**src/rtl/uart_pkg.sv**
```systemverilog
// uart_pkg: transmit frame states and tx_mux select codes shared across the UART.
package uart_pkg;
  typedef enum logic [2:0] {IDLE, START, DATA, PARITY, STOP} tx_state_t;
  localparam logic [1:0] SEL_IDLE   = 2'b00;
  localparam logic [1:0] SEL_START  = 2'b01;
  localparam logic [1:0] SEL_DATA   = 2'b10;
  localparam logic [1:0] SEL_PARITY = 2'b11;
  function automatic logic [1:0] sel_of(tx_state_t s);
    return s == START ? SEL_START : s == DATA ? SEL_DATA : s == PARITY ? SEL_PARITY : SEL_IDLE;
  endfunction
endpackage

```
**src/rtl/uart_tx_ctrl_if.sv**
```systemverilog
// uart_tx_ctrl_if: request side and tx_mux side of the transmit sequencer.
interface uart_tx_ctrl_if #(parameter int DATA_W = 8);
  logic              tx_start;
  logic [DATA_W-1:0] tx_data;
  logic [1:0]        sel;
  logic              data_bit;
  logic              parity_bit;
  logic              tx_busy;
  logic              tx_done;
  modport master (output tx_start, tx_data, input sel, data_bit, parity_bit, tx_busy, tx_done);
  modport slave  (input tx_start, tx_data, output sel, data_bit, parity_bit, tx_busy, tx_done);
endinterface

```
**src/rtl/uart_tx_ctrl_baud_cnt.sv**
```systemverilog
// baud_cnt: counts 0..CLKS_PER_BIT-1 and flags the last cycle of each bit period.
module baud_cnt #(
  parameter int CLKS_PER_BIT = 434
) (
  input  logic clk,
  input  logic rst_n,
  input  logic clr_i,
  output logic bit_end_o
);
  localparam int W = $clog2(CLKS_PER_BIT);
  logic [W-1:0] cnt_q;
  assign bit_end_o = cnt_q == W'(CLKS_PER_BIT - 1);
  always_ff @(posedge clk or negedge rst_n)
    if (!rst_n) cnt_q <= '0;
    else        cnt_q <= (clr_i || bit_end_o) ? '0 : cnt_q + 1'b1;
endmodule

```
**src/rtl/uart_tx_ctrl.sv**
```systemverilog
// uart_tx_ctrl: frame FSM, baud timing and shift register driving tx_mux's select/data/parity.
module uart_tx_ctrl #(
  parameter int CLK_FREQ   = 50_000_000,
  parameter int BAUD       = 115_200,
  parameter int DATA_W     = 8,
  parameter int PARITY_EN  = 1,
  parameter int PARITY_ODD = 0
) (
  input logic           clk,
  input logic           rst_n,
  uart_tx_ctrl_if.slave bus
);
  import uart_pkg::*;
  localparam int CPB = CLK_FREQ / BAUD;
  localparam int IW  = $clog2(DATA_W);
  localparam logic [IW-1:0] LAST = IW'(DATA_W - 1);
  tx_state_t state_q, state_d;
  logic [DATA_W-1:0] shreg_q, shreg_d;
  logic [IW-1:0] idx_q, idx_d;
  logic par_q, par_d, busy_q, done_q, bit_end, clr;
  logic [1:0] sel_q;
  // the counter is held clear while idle so START gets a full bit period
  assign clr = state_q == IDLE || state_d != state_q;
  baud_cnt #(.CLKS_PER_BIT(CPB)) u_baud (.clk, .rst_n, .clr_i(clr), .bit_end_o(bit_end));
  always_comb begin
    state_d = state_q;
    shreg_d = shreg_q;
    idx_d   = idx_q;
    par_d   = par_q;
    unique case (state_q)
      IDLE: if (bus.tx_start) begin
        state_d = START;
        shreg_d = bus.tx_data;
        par_d   = ^bus.tx_data ^ 1'(PARITY_ODD);
      end
      START: if (bit_end) begin
        state_d = DATA;
        idx_d   = '0;
      end
      DATA: if (bit_end) begin
        shreg_d = shreg_q >> 1;
        idx_d   = idx_q + 1'b1;
        state_d = idx_q == LAST ? (PARITY_EN != 0 ? PARITY : STOP) : DATA;
      end
      PARITY: state_d = bit_end ? STOP : PARITY;
      STOP:   state_d = bit_end ? IDLE : STOP;
      default: state_d = IDLE;
    endcase
  end
  // outputs are registered from next-state values so they line up with state_q
  always_ff @(posedge clk or negedge rst_n)
    if (!rst_n) begin
      state_q <= IDLE;
      shreg_q <= '0;
      idx_q   <= '0;
      par_q   <= 1'b0;
      sel_q   <= SEL_IDLE;
      busy_q  <= 1'b0;
      done_q  <= 1'b0;
    end else begin
      state_q <= state_d;
      shreg_q <= shreg_d;
      idx_q   <= idx_d;
      par_q   <= par_d;
      sel_q   <= sel_of(state_d);
      busy_q  <= state_d != IDLE;
      done_q  <= state_q == STOP && bit_end;
    end
  assign bus.sel        = sel_q;
  assign bus.data_bit   = shreg_q[0];
  assign bus.parity_bit = par_q;
  assign bus.tx_busy    = busy_q;
  assign bus.tx_done    = done_q;
endmodule

```
**src/flat_wrapper.sv**
```systemverilog
// flat-port wrapper written by rule: the top's interface ports become plain ports
module uart_tx_ctrl_flat import uart_pkg::*;
#(
  parameter int CLK_FREQ   = 50_000_000,
  parameter int BAUD       = 115_200,
  parameter int DATA_W     = 8,
  parameter int PARITY_EN  = 1,
  parameter int PARITY_ODD = 0
)
  (clk, rst_n, bus_tx_start, bus_tx_data, bus_sel, bus_data_bit, bus_parity_bit, bus_tx_busy, bus_tx_done);
  uart_tx_ctrl_if #(.DATA_W(DATA_W)) bus_i ();
  input logic clk;
  input logic rst_n;
  input wire logic [$bits(bus_i.tx_start)-1:0] bus_tx_start;
  input wire logic [$bits(bus_i.tx_data)-1:0] bus_tx_data;
  output wire logic [$bits(bus_i.sel)-1:0] bus_sel;
  output wire logic [$bits(bus_i.data_bit)-1:0] bus_data_bit;
  output wire logic [$bits(bus_i.parity_bit)-1:0] bus_parity_bit;
  output wire logic [$bits(bus_i.tx_busy)-1:0] bus_tx_busy;
  output wire logic [$bits(bus_i.tx_done)-1:0] bus_tx_done;
  assign bus_i.tx_start = bus_tx_start;
  assign bus_i.tx_data = bus_tx_data;
  assign bus_sel = bus_i.sel;
  assign bus_data_bit = bus_i.data_bit;
  assign bus_parity_bit = bus_i.parity_bit;
  assign bus_tx_busy = bus_i.tx_busy;
  assign bus_tx_done = bus_i.tx_done;
  uart_tx_ctrl #(.CLK_FREQ(CLK_FREQ), .BAUD(BAUD), .DATA_W(DATA_W), .PARITY_EN(PARITY_EN), .PARITY_ODD(PARITY_ODD)) u_core (.clk(clk), .rst_n(rst_n), .bus(bus_i));
endmodule
```
**config.mk**
```make
export PLATFORM = sky130hd
export DESIGN_NAME = uart_tx_ctrl_flat
export DESIGN_NICKNAME = d
export VERILOG_FILES = /design/src/rtl/uart_pkg.sv /design/src/rtl/uart_tx_ctrl_if.sv /design/src/rtl/uart_tx_ctrl_baud_cnt.sv /design/src/rtl/uart_tx_ctrl.sv /design/src/flat_wrapper.sv
export SDC_FILE = /design/constraint.sdc
export NUM_CORES = 1
export LEC_CHECK = 0
export ABC_AREA = 0
export CAP_MARGIN = 30
export CORE_MARGIN = 2
export CORE_UTILIZATION = 42
export DETAILED_ROUTE_END_ITERATION = 10
export PLACE_DENSITY = 0.69
export SLEW_MARGIN = 25
export SYNTH_ARGS = -nofsm -noshare
export SYNTH_HDL_FRONTEND = slang
export SYNTH_HIERARCHICAL = 1
export SYNTH_SLANG_ARGS = --single-unit
```
**constraint.sdc**
```tcl
create_clock -name clk -period 2.75 [get_ports clk]
set_input_delay 0.275 -clock clk [delete_from_list [all_inputs] [get_ports clk]]
set_output_delay 0.275 -clock clk [all_outputs]
set_load 0.02 [all_outputs]
```
==> flow_metrics.tcl, run 1 <==
set metrics [dict create \
    io_buffers 16 \
    cp-end-kind "register" \
    ys_warn_count 6 \
    synthDistinctLibCells 37 \
    fin_ws_ns 0.6455 \
    p_leak_nw 0.6661 \
    worstPathRequired_ns 2.97 \
    drv_cap 0 \
    cts_buffers 3 \
    worst_setup_path_start_kind "register" \
    crit_type "reg -> reg" \
    swShare_pct 21.21 \
    synth-async-reset-ratio_pct 100.0 \
    clock.fmax_mhz 475.2 \
    ys_ff_latch 28 \
    synth_top_family_by_area "simple AND/OR/NAND/NOR gates" \
    coreArea_mm2 0.003390 \
    syn2layout_area_growth_pct 16.39 \
    pin_count 17 \
    hpwl_um 1988 \
    ir_drop_mv 0.3460 \
    synthMuxAreaShare_pct 6.020 \
    slew_headroom_pct 67.74 \
    status "finished, final reports clean" \
    synthXorXnorAreaFrac_pct 6.940 \
    setup_viol 0 \
    cp_max_fo 11 \
    start_util_pct 44.15 \
    regToRegStartpoint "u_core/u_baud/cnt_q[2]$_DFF_PN0_" \
    grt_max_degree 29 \
    synthFlopType "dfrtp_1" \
    cts.sink_count 28 \
    final_layout_size_suffix_gt1_share_pct 8.589 \
    die_area_mm2 0.004056 \
    netlist_top_cells_count "28 x dfrtp_1, 18 x nor2_1, 13 x nand2_1" \
    cts_root_buf "clkbuf_4" \
    fin_crit_sh_pct 76.53 \
    synth_top_area_share_pct 46.82 \
    cts_tree "yes" \
    mappedNetlistArea_mm2 0.001496 \
    wl_um 2687 \
    p_int_w 0.0006059 \
    hold_path.class "in -> async" \
    grt.overflow.total 0 \
    n_antenna_cell 0 \
    syn-num-nets 161 \
    final_net_count 179 \
    p_per_area_mw_per_mm2 441.5 \
    critical_path_arrival_ns 2.32 \
    synthAdderAreaFrac_pct 3.344 \
    post-synth-top-count-cell "dfrtp_1" \
    wire_per_inst_um 12.86 \
    rows 21 \
    clkLatencyLatePin_ns 0.34 \
    min_period_ns 2.105 \
    dr.pass1.iters 5 \
    antenna_found_initial 0 \
    rsz0062_at_grt "false" \
    route.detailed.drc 0 \
    fin_skew_ns 0.02270 \
    yosysTopAreaCell "dfrtp_1" \
    ys_seq_area_share_pct 46.82 \
    slew_viol_final 0 \
    ant_nets 0 \
    drt_iter0_drc 79 \
    ctsHoldBuffers 0 \
    clockBufferDepth 2 \
    gp_congestion 0.7966 \
    combPwrFrac_pct 8.8 \
    synth-compound-area-share_pct 13.55 \
    startpoint "u_core/u_baud/cnt_q[2]$_DFF_PN0_" \
    p_sw_w 0.0001631 \
    cts_resized 0 \
    ys_top_cells_by_area "dfrtp_1 47%, mux2i_1 6.0%, xnor2_1 4.7%, nor2_1 4.5%, a21oi_1 3.7%" \
    viasPerCell 5.321 \
    grt_pass1_vias 1113 \
    finalHoldViolations 0 \
    finalSetupTns_ns 0 \
    post-place-ws_ns 0.6512 \
    htreeDepth 1 \
    cts_setup_buffers 0 \
    synth_edf_count 0 \
    synth_simple_gate_area_share_pct 18.90 \
    cts.clk_slew.worst_paths_ns 0.17 \
    syn_inst 146 \
    postSynthAreaPerCell_um2 10.25 \
    p_seq_share_pct 55.5 \
    die_w_um 63.69 \
    vias 1112 \
    grt_usage_pct 15.18 \
    die_h_um 63.69 \
    grt_pass1_wl_um 4981 \
    worst_slew_pin_slew_ns 0.4824 \
    p_clk_share_pct 35.7 \
]
per-stage QoR:
step	hold slack [ns]	instances	utilization, %	power [W]	area (um^2)
final	0.2835	209	51.38	0.0007690	1742
after global routing	0.3084	209	51.38	0.0008041	1742
after CTS	0.2986	209	51.38	0.0007810	1742
after detailed placement	0.5023	205	49.83	0.0005036	1689
after global placement	0.4871	205	49.83	0.0005021	1689
after floorplan	-0.02059	146	-	0.0004664	1496
per-layer routing:
| layer | vias up | part of all wire, % | track usage, % |
|---|---|---|---|
| met4 | 0 | 0.63 | 2.446 |
| li1 | 552 | - | - |
| met1 | 535 | 45 | 20.07 |
| met3 | 2 | 4.0 | 3.929 |
| met2 | 23 | 51 | 25.39 |
| met5 | - | 0 | 0 |
final timing paths:
| check | cells after the start | slack, ns | endpoint |
|---|---|---|---|
| worst max-delay path | 9 | 0.65 | u_core/u_baud/cnt_q[2]$_DFF_PN0_ |
| max in group asynchronous | 2 | 2.18 | u_core/u_baud/cnt_q[4]$_DFF_PN0_ |
| min in group clk | 2 | 0.53 | u_core/idx_q[1]$_DFFE_PN0P_ |
| worst min register to register | 2 | 0.53 | u_core/idx_q[1]$_DFFE_PN0P_ |
| worst max register to register | 9 | 0.65 | u_core/u_baud/cnt_q[2]$_DFF_PN0_ |
| worst min-delay path | 2 | 0.28 | u_core/bus.tx_done$_DFF_PN0_ |
logic make-up after synthesis:
logic type	Yosys count
adder cells (fa/ha/maj)	4
XOR/XNOR	11
AO/OA/AOI/OAI	30
buffers and inverters	11
AND/OR/NAND/NOR	53
flip-flops	28
multiplexers	9
state kept, by name, indices dropped and copies added, names as in the netlist:
| name | flops |
|---|---|
| u_core/bus.tx_busy | 1 |
| u_core/bus.sel | 2 |
| u_core/state_q | 3 |
| u_core/u_baud/cnt_q | 9 |
| u_core/bus.tx_done | 1 |
| u_core/bus.parity_bit | 1 |
| u_core/idx_q | 3 |
| u_core/shreg_q | 8 |
power by group through the flow:
stage / clock network (W) / registers, W / logic [W]
finish: 0.000275 / 0.000427 / 0.0000677
global route: 0.000299 / 0.000428 / 0.0000766
CTS: 0.000285 / 0.000427 / 0.0000694
detailed placement: 0 / 0.000434 / 0.0000695
global placement: 0 / 0.000434 / 0.0000683
floorplan: 0 / 0.000437 / 0.0000290
placed cells by master, fill, tap and decap left out, types with 2 or more instances in the layout:
master,n
clkbuf_4,3
nor2_1,18
xnor2_1,8
buf_4,3
inv_1,5
o21ai_0,6
nor2b_1,3
a31oi_1,5
mux2i_1,9
nand3_1,4
clkdlybuf4s50_1,16
dfrtp_1,28
a21oi_1,11
nand2_1,13
xor2_1,2
nand2b_1,2
or3_1,3
ha_1,4
worst max-delay path, cell delays in order (launching register included):
cell     delay (ns)
dfrtp_1        0.47
or3_4          0.43
nor3_1         0.18
buf_4          0.21
nor3b_1        0.06
a21oi_1        0.11
o32a_1         0.24
inv_1          0.09
o31ai_4        0.09
nor2_1         0.10
layout make-up:
cell class | count | area, um^2
inverter | 5 | 18.77
multi-input combinational | 107 | 729.5
fill | 294 | 1648
clock buffer | 3 | 22.52
clock inverter | 1 | 30.03
tap | 46 | 57.56
sequential | 28 | 700.7
timing repair buffer | 19 | 182.7
(Power assumes the default switching activity.)
==> run 2, diff against run 1 <==
--- a/config.mk
+++ b/config.mk
@@ -10,7 +10,7 @@
 export CORE_MARGIN = 2
 export CORE_UTILIZATION = 42
 export DETAILED_ROUTE_END_ITERATION = 10
-export PLACE_DENSITY = 0.69
+export PLACE_DENSITY = 0.71
 export SLEW_MARGIN = 25
 export SYNTH_ARGS = -nofsm -noshare
 export SYNTH_HDL_FRONTEND = slang
==> constraint.sdc (replaced) <==
create_clock -name clk -period 1.7 [get_ports clk]
set_input_delay 0.17 -clock clk [delete_from_list [all_inputs] [get_ports clk]]
set_output_delay 0.17 -clock clk [all_outputs]
set_load 0.02 [all_outputs]
==> run 2 against run 1 <==
Effect of this change: the run now ends with setup timing left; register-to-register slack got worse by 0.72 ns; design area increased by 11%; final cell count increased by 9.1%; combinational power increased by 62%; core utilization increased by 5.6 points; critical path type unchanged; critical path depth unchanged; via count increased by 5.9%; first-iteration DRC count increased by 18%; clock power increased by 14%.
==> flow_metrics.tcl, run 2 (synthesis gave the netlist of run 1 again) <==
set metrics [dict create \
    die_w_um 63.69 \
    final_area_mm2 0.001933 \
    rrSetupSlack_ns -0.07 \
    combPwrFrac_pct 9.9 \
    rsz0062_at_grt "true" \
    drv_cap 0 \
    cts_tree "yes" \
    ctsHoldBuffers 0 \
    antenna_found_initial 0 \
    n_antenna_cell 0 \
    final_layout_size_suffix_gt1_share_pct 21.43 \
    largest_register "u_core/u_baud/cnt_q" \
    viasPerCell 5.167 \
    route.met3.wl_um 110 \
    cts_buffers 3 \
    wire_per_inst_um 13.11 \
    start_util_pct 44.15 \
    multi_input_area_um2 774.5 \
    grt_pass1_vias 1200 \
    regToRegStartpoint "u_core/u_baud/cnt_q[2]$_DFF_PN0_" \
    final_common_cell "dfrtp_1" \
    grt.overflow.total 0 \
    post-place-ws_ns -0.1247 \
    wl_met1_um 1227 \
    worst_slew_pin_slew_ns 0.4786 \
    p_seq_share_pct 62.0 \
    drt_iter0_drc 93 \
    hpwl_um 2320 \
    p_leak_nw 0.7686 \
    slew_viol_final 0 \
    worstPathRequired_ns 1.90 \
    regArea_um2 700.7 \
    placed_area_mm2 0.001834 \
    p_int_w 0.0008723 \
    grt_max_degree 29 \
    fin_ws_ns -0.07125 \
    cp-end-kind "register" \
    coreArea_mm2 0.003390 \
    htreeDepth 1 \
    io_buffers 16 \
    clkLatencyLatePin_ns 0.32 \
    crit_type "reg -> reg" \
    startpoint "u_core/u_baud/cnt_q[2]$_DFF_PN0_" \
    grt_usage_pct 16.53 \
    setup_viol 17 \
    cp_max_fo 6 \
    p_clk_share_pct 28.1 \
    worstReg2RegEnd "u_core/u_baud/cnt_q[4]$_DFF_PN0_" \
    gp_congestion 0.8139 \
    vias 1178 \
    largest_reg_flops 9 \
    topRoutingLayerUsed "met4" \
    final_cell_mix "28 x dfrtp_1, 19 x buf_4, 18 x nor2_1" \
    worstRegToRegCells 9 \
    reg.largest.list "u_core/u_baud/cnt_q (9), u_core/shreg_q (8)" \
    pin_count 17 \
    p_sw_w 0.0002398 \
    swShare_pct 21.56 \
    violations "setup timing" \
    syn2layout_area_growth_pct 29.18 \
    final_net_count 198 \
    grt_pass1_wl_um 5313 \
    clock.fmax_mhz 564.6 \
    rows 21 \
    fin_crit_sh_pct 104.2 \
    slew_headroom_pct 68.10 \
    ant_nets 0 \
    hold_path.class "in -> async" \
    dr.pass1.iters 4 \
    worst_setup_path_start_kind "register" \
    status "finished, violations left" \
    critical_path_arrival_ns 1.97 \
    ir_drop_mv 0.5170 \
    fin_skew_ns 0.01449 \
    die_h_um 63.69 \
    wl_met2_um 1637 \
    route.detailed.drc 0 \
    cts.sink_count 28 \
    fillCellCount 291 \
    cts_root_buf "clkbuf_4" \
    die_area_mm2 0.004056 \
    p_per_area_mw_per_mm2 575.3 \
    finalHoldViolations 0 \
    min_period_ns 1.771 \
    cts.clk_slew.worst_paths_ns 0.15 \
    clockBufferDepth 2 \
    wl_um 2990 \
]
run 2: metal layers:
| metal | vias to the layer above | GRT usage, % |
|---|---|---|
| li1 | 582 | - |
| met1 | 574 | 19.38 |
| met2 | 20 | 30.79 |
| met3 | 2 | 4.107 |
| met4 | 0 | 2.446 |
| met5 | - | 0 |
run 2: worst max-delay path by stage:
stage | to | slack, ns | depth (start not counted)
floorplan | u_core/u_baud/cnt_q[1]$_DFF_PN0_ | -0.15 | 9
global placement | u_core/bus.tx_busy$_DFF_PN0_ | -0.04 | 7
detailed placement | u_core/bus.tx_busy$_DFF_PN0_ | -0.12 | 7
CTS | u_core/u_baud/cnt_q[2]$_DFF_PN0_ | -0.12 | 9
global route | u_core/u_baud/cnt_q[1]$_DFF_PN0_ | -0.20 | 9
finish | u_core/u_baud/cnt_q[4]$_DFF_PN0_ | -0.07 | 9
run 2: timing repair:
action                                  in CTS  in global routing
gates resized for setup                      5                  2
buffers inserted                             1                  2
endpoints found under the setup margin      23                 23
pin swaps                                   10                  5
run 2: power groups by stage:
stage	registers, W	clock network (W)	logic (W)
finish	0.000690	0.000313	0.000110
global route	0.000693	0.000357	0.000124
CTS	0.000690	0.000332	0.000112
detailed placement	0.000703	0	0.000112
global placement	0.000702	0	0.000110
floorplan	0.000708	0	0.0000469
run 2: area by class of cell:
type | count | share of cell area, %
Clock buffer | 4 | 1.877
Sequential cell | 28 | 36.25
Inverter | 5 | 0.9709
Timing Repair Buffer | 38 | 17.86
Multi-Input combinational cell | 107 | 40.06
Tap cell | 46 | 2.977
run 2: metrics by stage:
stage	total power, W	hold WS (ns)	util, %	instances	TNS (ns)
2_1_floorplan	0.0007545	-0.1256	-	146	-1.546
3_3_place_gp	0.0008116	0.4961	54.12	221	-0.1310
3_5_place_dp	0.0008146	0.4981	54.12	221	-1.459
4_1_cts	0.001135	0.2077	56.18	226	-2.057
5_1_grt	0.001173	0.2042	57.03	228	-3.401
6_report	0.001112	0.1988	57.03	228	-0.7349
run 2: worst max-delay path: stages, from the launching register on:
cell and delay [ns]:
dfrtp_1 0.40, or3_4 0.41, nor3_4 0.14, buf_6 0.15, nor3b_2 0.04, a21oi_1 0.13
o32a_1 0.18, inv_2 0.05, o31ai_4 0.08, nor2_1 0.09
==> run 3, diff against run 2 <==
--- a/config.mk
+++ b/config.mk
@@ -11,6 +11,7 @@
 export CORE_UTILIZATION = 42
 export DETAILED_ROUTE_END_ITERATION = 10
 export PLACE_DENSITY = 0.71
+export REMOVE_ABC_BUFFERS = 1
 export SLEW_MARGIN = 25
 export SYNTH_ARGS = -nofsm -noshare
 export SYNTH_HDL_FRONTEND = slang
==> run 3 against run 2 <==
Effect of this change: the flow still finishes with violations (setup timing); fmax down 1.2%; combinational power about the same; worst setup slack got worse by 0.022 ns; register-to-register slack worse by 0.02 ns; core utilization decreased by 0.18 points; via count shrank 2.0%; critical path depth down 2; design area shrank 0.32%; critical path type unchanged.
==> flow_metrics.tcl, run 3 (synthesis gave the netlist of run 1 again) <==
set metrics [dict create \
    final_layout_size_suffix_gt1_share_pct 22.35 \
    dp.cells 219 \
    cp_max_fo 7 \
    gp_congestion 0.7842 \
    worst_slew_pin_slew_ns 0.5238 \
    p_clk_share_pct 35.0 \
    largest_reg_flops 9 \
    cts.sink_count 28 \
    swShare_pct 20.59 \
    wire_per_inst_um 12.64 \
    ant_nets 0 \
    worstPathRequired_ns 1.93 \
    reg.largest.list "u_core/u_baud/cnt_q (9), u_core/shreg_q (8)" \
    min_period_ns 1.793 \
    p_seq_share_pct 55.9 \
    die_h_um 63.69 \
    grt_pass1_wl_um 5050 \
    io_buffers 16 \
    clock.fmax_mhz 557.6 \
    slew_headroom_pct 65.08 \
    hold_path.class "in -> async" \
    n_antenna_cell 0 \
    die_w_um 63.69 \
    cts.clk_slew.worst_paths_ns 0.15 \
    vias 1154 \
    p_per_area_mw_per_mm2 640.8 \
    drt_iter0_drc 70 \
    p_sw_w 0.0002543 \
    grt_max_degree 29 \
    coreArea_mm2 0.003390 \
    htreeDepth 1 \
    fin_ws_ns -0.09335 \
    cts_buffers 3 \
    rsz0062_at_grt "true" \
    antenna_found_initial 0 \
    fin_skew_ns 0.007975 \
    finalHoldViolations 0 \
    worst_setup_path_start_kind "register" \
    grt.overflow.total 0 \
    ir_drop_mv 0.5124 \
    hpwl_um 2069 \
    rows 21 \
    pin_count 17 \
    dr.pass1.iters 4 \
    grt_pass1_vias 1152 \
    clockBufferDepth 2 \
    clkLatencyLatePin_ns 0.33 \
    syn2layout_area_growth_pct 28.76 \
    largest_register "u_core/u_baud/cnt_q" \
    cp-end-kind "register" \
    critical_path_arrival_ns 2.02 \
    die_area_mm2 0.004056 \
    setup_viol 16 \
    fin_crit_sh_pct 105.5 \
    wl_um 2843 \
    final_area_mm2 0.001927 \
    combPwrFrac_pct 9.1 \
    placed_area_mm2 0.001807 \
    p_int_w 0.0009805 \
    crit_type "reg -> reg" \
    status "finished, violations left" \
    p_leak_nw 0.7543 \
    slew_viol_final 0 \
    final_cell_mix "28 x dfrtp_1, 18 x nor2_1, 18 x buf_4" \
    viasPerCell 5.129 \
    grt_usage_pct 15.37 \
    start_util_pct 44.15 \
    utilization_pct 56.85 \
    cts_root_buf "clkbuf_4" \
    final_net_count 195 \
    cts_tree "yes" \
    drv_cap 0 \
    route.detailed.drc 0 \
    final_cells 225 \
    violations "setup timing" \
    final_common_cell "dfrtp_1" \
]
run 3: layout make-up:
class | instances | area [um^2]
fill | 283 | 1463
multi-input combinational | 107 | 782.0
sequential | 28 | 700.7
timing repair buffer | 35 | 315.3
tap | 46 | 57.56
clock inverter | 1 | 30.03
clock buffer | 3 | 22.52
inverter | 5 | 18.77
run 3: worst max-delay path: stages, from the launching register on:
cell	delay, ns
dfrtp_1	0.40
or3_4	0.39
nor3_2	0.10
buf_4	0.17
nand2_2	0.08
xor2_2	0.16
nor2_1	0.08
or3_1	0.33
run 3: layer usage:
layer | vias up | track usage, % | part of all wire (%)
met2 | 18 | 26.58 | 50
met4 | 0 | 2.446 | 1.0
met5 | - | 0 | 0
met1 | 552 | 19.66 | 46
met3 | 4 | 3.929 | 2.7
li1 | 580 | - | -
run 3: path summary, 6_finish.rpt:
check / slack [ns] / start / cells after the start / to
worst max register to register: -0.09 / u_core/u_baud/cnt_q[6]$_DFF_PN0_ / 7 / u_core/bus.tx_busy$_DFF_PN0_
worst min register to register: 0.53 / u_core/idx_q[2]$_DFFE_PN0P_ / 2 / u_core/idx_q[2]$_DFFE_PN0P_
max in group asynchronous: 1.23 / rst_n / 2 / u_core/shreg_q[4]$_DFFE_PN0P_
worst max-delay path: -0.09 / u_core/u_baud/cnt_q[6]$_DFF_PN0_ / 7 / u_core/bus.tx_busy$_DFF_PN0_
worst min-delay path: 0.20 / rst_n / 2 / u_core/state_q[1]$_DFF_PN0_
min in group clk: 0.45 / bus_tx_data[7] / 3 / u_core/shreg_q[7]$_DFFE_PN0P_
run 3: timing repair:
| item | CTS | global route |
|---|---|---|
| hold buffers | 0 | 0 |
| endpoints found under the setup margin | 21 | 22 |
| pin swaps | 4 | 0 |
| gates resized for setup | 5 | 10 |
| buffers inserted | 1 | 1 |
| cloned | 0 | 0 |
run 3: metrics by stage:
step / hold WS (ns) / power, W / worst slack [ns] / setup TNS [ns]
final: 0.2039 / 0.001235 / -0.09335 / -0.4259
after global placement: 0.4939 / 0.0008116 / -0.06536 / -0.4543
after detailed placement: 0.5030 / 0.0008157 / -0.1496 / -1.137
after global routing: 0.2045 / 0.001295 / -0.1508 / -2.139
after floorplan: -0.1256 / 0.0007545 / -0.6174 / -12.75
after CTS: 0.1984 / 0.001253 / -0.04799 / -0.3605
run 3: power by group through the flow:
stage	sequential (W)	clock [W]	combinational, W
finish	0.000690	0.000432	0.000112
floorplan	0.000708	0	0.0000469
global placement	0.000702	0	0.000110
detailed placement	0.000702	0	0.000113
CTS	0.000690	0.000449	0.000114
global route	0.000693	0.000477	0.000125
